$ cat src/rtl/hub75_stream_loader.sv
// hub75_stream_loader: converts a raster-order valid/ready pixel stream into
// framebuffer writes for the HUB75 driver. It tracks the x/y position, can
// expand RGB565 input, resyncs on malformed frames and raises sticky error flags.
module hub75_stream_loader #(
  parameter int hpixel_p = 64,
  parameter int vpixel_p = 64,
  parameter int bpp_p    = 8,
  parameter int rgb565_p = 0,
  localparam int addr_width_p = $clog2(hpixel_p * vpixel_p)
) (
  input  logic                    clk,
  input  logic                    rst,
  input  logic                    i_enable,
  input  logic [3*bpp_p-1:0]      i_tdata,
  input  logic                    i_tvalid,
  output logic                    o_tready,
  input  logic                    i_tuser,
  input  logic                    i_tlast,
  input  logic                    i_clear_err,
  output logic [addr_width_p-1:0] o_framebuf_wr_addr,
  output logic [3*bpp_p-1:0]      o_framebuf_wr_data,
  output logic                    o_framebuf_wr_en,
  output logic                    o_frame_done,
  output logic                    o_err_line,
  output logic                    o_err_sof
);

  localparam int XW = (hpixel_p > 1) ? $clog2(hpixel_p) : 1;
  localparam int YW = (vpixel_p > 1) ? $clog2(vpixel_p) : 1;
  localparam logic [XW-1:0] X_LAST = XW'(hpixel_p - 1);
  localparam logic [YW-1:0] Y_LAST = YW'(vpixel_p - 1);
  localparam logic [addr_width_p-1:0] ROW_STEP = addr_width_p'(hpixel_p);

  typedef enum logic {WAIT_SOF, ACTIVE} state_t;

  state_t                  state, state_n;
  logic [XW-1:0]           x, x_n;
  logic [YW-1:0]           y, y_n;
  logic [addr_width_p-1:0] row_base, row_base_n;
  logic [addr_width_p-1:0] addr_n;
  logic [3*bpp_p-1:0]      pix;
  logic                    accept;
  logic                    wr_en_n;
  logic                    done_n;
  logic                    set_line;
  logic                    set_sof;
  logic                    last_col;
  logic                    last_row;

  // Widen a 5-bit colour field to bpp_p bits by repeating it from the MSB down.
  function automatic logic [bpp_p-1:0] expand5(input logic [4:0] f);
    logic [bpp_p-1:0] r;
    for (int i = 0; i < bpp_p; i++) r[i] = f[4 - ((bpp_p - 1 - i) % 5)];
    return r;
  endfunction

  // Widen a 6-bit colour field to bpp_p bits by repeating it from the MSB down.
  function automatic logic [bpp_p-1:0] expand6(input logic [5:0] f);
    logic [bpp_p-1:0] r;
    for (int i = 0; i < bpp_p; i++) r[i] = f[5 - ((bpp_p - 1 - i) % 6)];
    return r;
  endfunction

  generate
    if (rgb565_p != 0) begin : g_rgb565
      assign pix = {expand5(i_tdata[15:11]), expand6(i_tdata[10:5]), expand5(i_tdata[4:0])};
    end else begin : g_passthru
      assign pix = i_tdata;
    end
  endgenerate

  assign o_tready = i_enable & ~rst;
  assign accept   = i_tvalid & o_tready;
  assign last_col = (x == X_LAST);
  assign last_row = (y == Y_LAST);

  // Next-state, position update and write decision for each accepted beat.
  always_comb begin
    state_n    = state;
    x_n        = x;
    y_n        = y;
    row_base_n = row_base;
    addr_n     = row_base + addr_width_p'(x);
    wr_en_n    = 1'b0;
    done_n     = 1'b0;
    set_line   = 1'b0;
    set_sof    = 1'b0;
    if (accept) begin
      if (i_tuser) begin
        // SOF always restarts at pixel (0,0); mid-frame it is also an error.
        set_sof    = (state == ACTIVE);
        wr_en_n    = 1'b1;
        addr_n     = '0;
        x_n        = XW'(1);
        y_n        = '0;
        row_base_n = '0;
        state_n    = ACTIVE;
      end else if (state == ACTIVE) begin
        wr_en_n  = 1'b1;
        set_line = (i_tlast != last_col);
        if (i_tlast || last_col) begin
          if (last_row) begin
            // End of the bottom row: only a full row counts as a finished frame.
            done_n     = last_col;
            x_n        = '0;
            y_n        = '0;
            row_base_n = '0;
            state_n    = WAIT_SOF;
          end else begin
            x_n        = '0;
            y_n        = y + YW'(1);
            row_base_n = row_base + ROW_STEP;
          end
        end else begin
          x_n = x + XW'(1);
        end
      end
    end
  end

  // State, position, registered write port and sticky error flags.
  always_ff @(posedge clk) begin
    if (rst) begin
      state              <= WAIT_SOF;
      x                  <= '0;
      y                  <= '0;
      row_base           <= '0;
      o_framebuf_wr_en   <= 1'b0;
      o_framebuf_wr_addr <= '0;
      o_framebuf_wr_data <= '0;
      o_frame_done       <= 1'b0;
      o_err_line         <= 1'b0;
      o_err_sof          <= 1'b0;
    end else begin
      state            <= state_n;
      x                <= x_n;
      y                <= y_n;
      row_base         <= row_base_n;
      o_framebuf_wr_en <= wr_en_n;
      o_frame_done     <= done_n;
      if (wr_en_n) begin
        o_framebuf_wr_addr <= addr_n;
        o_framebuf_wr_data <= pix;
      end
      o_err_line <= set_line | (o_err_line & ~i_clear_err);
      o_err_sof  <= set_sof  | (o_err_sof  & ~i_clear_err);
    end
  end

endmodule
$ cat config.mk
export PLATFORM = sky130hd
export DESIGN_NAME = hub75_stream_loader
export DESIGN_NICKNAME = d
export VERILOG_FILES = /design/src/rtl/hub75_stream_loader.sv
export SDC_FILE = /design/constraint.sdc
export NUM_CORES = 1
export LEC_CHECK = 0
export BUFFER_PORTS_ARGS = -buffer_cell sky130_fd_sc_hd__buf_2
export CAP_MARGIN = 10
export CELL_PAD_IN_SITES_DETAIL_PLACEMENT = 1
export CELL_PAD_IN_SITES_GLOBAL_PLACEMENT = 1
export CORE_ASPECT_RATIO = 0.9
export CORE_MARGIN = 2
export CORE_UTILIZATION = 40
export DETAILED_ROUTE_END_ITERATION = 10
export PLACE_DENSITY_LB_ADDON = 0.25
export REMOVE_ABC_BUFFERS = 1
export SLEW_MARGIN = 25
export SYNTH_ARGS = -nofsm -noshare
export SYNTH_HDL_FRONTEND = slang
export SYNTH_SLANG_ARGS = --single-unit
$ cat constraint.sdc
create_clock -name clk -period 3.2 [get_ports clk]
set_input_delay 0.32 -clock clk [delete_from_list [all_inputs] [get_ports clk]]
set_output_delay 0.32 -clock clk [all_outputs]
set_load 0.005 [all_outputs]
==> metrics <==
Skew-Pair Late Insertion Delay=about 330 ps; WHS Endpoint=o_framebuf_wr_data[7]; Logic pwr share=0.058; sequential share of the synthesized area=0.506; synthesized area per cell=slightly below 9 µm²; Clock Sinks=59; hold path depth=3; status=completed; Slew Limit Fails=0; Clock Root Buffer=clkbuf_8; fin area=about 2900 µm²; Max transition margin=0.512; Cell Area, Synth=roughly 2300 µm²; Reg-to-Reg End=y[0]; die area=6460 µm²; reg2reg path depth=7; final hold violations=0; gr usage total=0.201; number of global-route vias before repair=2227; Flop pwr share=0.498; top cells by area, synth=dfxtp_1 51%, nand2_1 9.5%, a21oi_1 8.4%, a22oi_1 3.9%, nor2_1 3.5%; clock buffer count from CTS=9; # diodes=0; Vias=around 2100; layout cell share with drive strength beyond 1=0.284; row count=26; # DRC=0; Hold Path Class=in2reg; count of cell types in the netlist=between 40 and 50; chip width=between 80 and 90 µm; Crit-path slowest cell=or2_1; first-pass GRT wire length=roughly 11 mm; Hold Crit Start=i_tdata[7]; FF-to-FF setup slack=1030 ps; Net Sw Frac=0.234; final-report setup violation count=0; final worst-path cycle share=0.677; Final GP Congestion=around 0.79; synth warn=0; Crit Path Class=reg2reg; share of Yosys cell area claimed by the top area cell type=0.506; Leak=0.00123 µW; critical-path cell list=ha_1 -> nand3_1 -> ha_1 -> nor2b_4 -> o21ba_2 -> or2_1 -> mux2i_1; # Post-CTS Setup Buffers=0; TNS Setup=0 ps; Starting Density=0.412; I/O pins=72; slowest stage delay, CP=between 400 and 500 ps; unrepaired setup endpoints after global routing=no; asr flop ratio synth=0; CTS H-tree lvls=3; FMAX=about 460 MHz; R2R Path Start=x[1]; area added between synthesis and finish=24.2%; Die Y=between 70 and 80 µm; Peak supply drop=between 200 and 300 µV; DR WL/cell=around 15 µm; most common cell after layout, fill and taps aside=buf_2; Bufs on Longest Clock Path=2; routed vias/inst=between 5 and 6; total global routing overflow=0; ys flop type=dfxtp_1; final WL=6.22 mm; Fill cells=approximately 740; Worst-path clk slew=about 70 ps; area of the core=5660 µm²; Synth Register Bits=59; CP startpoint kind=register; max_cap viols=0; post_cts resized=0; largest net degree at the start of global routing=35; internal power=about 1200 µW; worst slew pin tran=724 ps; Switching Power=between 300 and 400 µW; initial DRC count=a little over 80; DRT Pass-1 Iters=4; CTS Hold Buffers Added=0; I/O Buffers=71; CTS tree=done; Post-synth EDFFs=0; most frequent cells in the layout=71 x buf_2, 59 x nand2_1, 59 x dfxtp_1, 39 x a21oi_1, 22 x nor2_1; crit path max fanout=15; most used cell, CP=ha_1; Cells after Synth=roughly 270; initial antenna violation count=0; Nets=around 370; dpl cell area=between 2000 and 3000 µm²; Yosys top cell by area=dfxtp_1; Antenna Nets Post-Route=0; data required time of the worst path=between 3000 and 4000 ps; post-DP HPWL=~4.2 mm; pwr/cell area=between 500 and 600 nW/µm²; Setup crit end kind=register; skew final=approximately 12 ps; clock share of power=0.444; Worst EP arrival=2350 ps; Final min period=roughly 2200 ps
==> state kept, by name (all words and copies together) (netlist names) <==
register / flops
o_err_line: 1
o_frame_done: 1
o_framebuf_wr_addr: 12
y: 6
state: 1
o_framebuf_wr_data: 24
o_err_sof: 1
x: 6
o_framebuf_wr_en: 1
row_base: 6
==> worst max-delay path: cells and delay by family (launching register included) <==
family	cells	cell delay (ps)
simple gates	3	790
flops	1	390
fa+ha+maj	2	520
mux	1	160
compound gates	1	160
==> per-layer routing <==
layer  global-route usage  part of all wire  up-vias
met2                0.349              0.50       53
met1                0.244              0.45     1013
met5                    0                 0        -
li1                     -                 -     1059
met3               0.0563             0.046        2
met4               0.0556            0.0026        0
==> cell families after synthesis <==
| family | synth area share |
|---|---|
| muxes | 0.00857 |
| xor gates and xnor gates | 0.0263 |
| adders and majority gates | 0.0214 |
| buffers and inverters | 0.0434 |
| AOI/OAI and AO/OA | 0.177 |
| DFF | 0.506 |
| and+or+nand+nor | 0.218 |
==> synthesized netlist by cell type, drive strengths merged (2+ instances only) <==
library cell  count
a21oi            39
nor2             22
xor2              4
nor4b             2
ha                4
clkbuf            5
nand2b            3
xnor2             3
mux2i             2
nand3             6
and3              6
nor2b             3
dfxtp            59
and4bb            2
o211ai            3
o21ai             4
inv               2
nand2            59
a22oi            12
o21a              2
buf              11
==> area by class of cell <==
cell class                      count  area (µm²)  share of cell area
Clock buffer                       11         141              0.0487
Tap cell                           70        87.6              0.0302
Clock inverter                      5        52.6              0.0181
Inverter                            2        7.51             0.00259
Multi-Input combinational cell    190        1050               0.363
Timing Repair Buffer               74         378               0.130
Sequential cell                    59        1180               0.407
==> power by group through the flow <==
| stage | logic (µW) | clock network (µW) | registers [µW] |
|---|---|---|---|
| CTS | 89.2 | 685 | 752 |
| detailed placement | 88.0 | 0 | 768 |
| global placement | 85.6 | 0 | 768 |
| floorplan | 34.6 | 0 | 768 |
| finish | 88.1 | 670 | 751 |
| global route | 97.5 | 728 | 753 |
==> stage by stage <==
stage | hold slack [ps] | setup WS [ps] | total power, µW | utilization | cells
after detailed placement | 447 | 1070 | 856 | 0.478 | 395
after floorplan | 389 | 1330 | 802 | - | 251
after global routing | 219 | 862 | 1580 | 0.512 | 411
after global placement | 439 | 1160 | 853 | 0.478 | 395
final | 218 | 1030 | 1510 | 0.512 | 411
after CTS | 206 | 1030 | 1530 | 0.512 | 411
==> how the worst max path moves through the flow <==
stage,end,start
floorplan,x[0],state
global placement,x[0],rst
detailed placement,y[0],x[0]
CTS,y[0],x[0]
global route,y[0],x[2]
finish,y[0],x[1]
(Power assumes the default switching activity.)
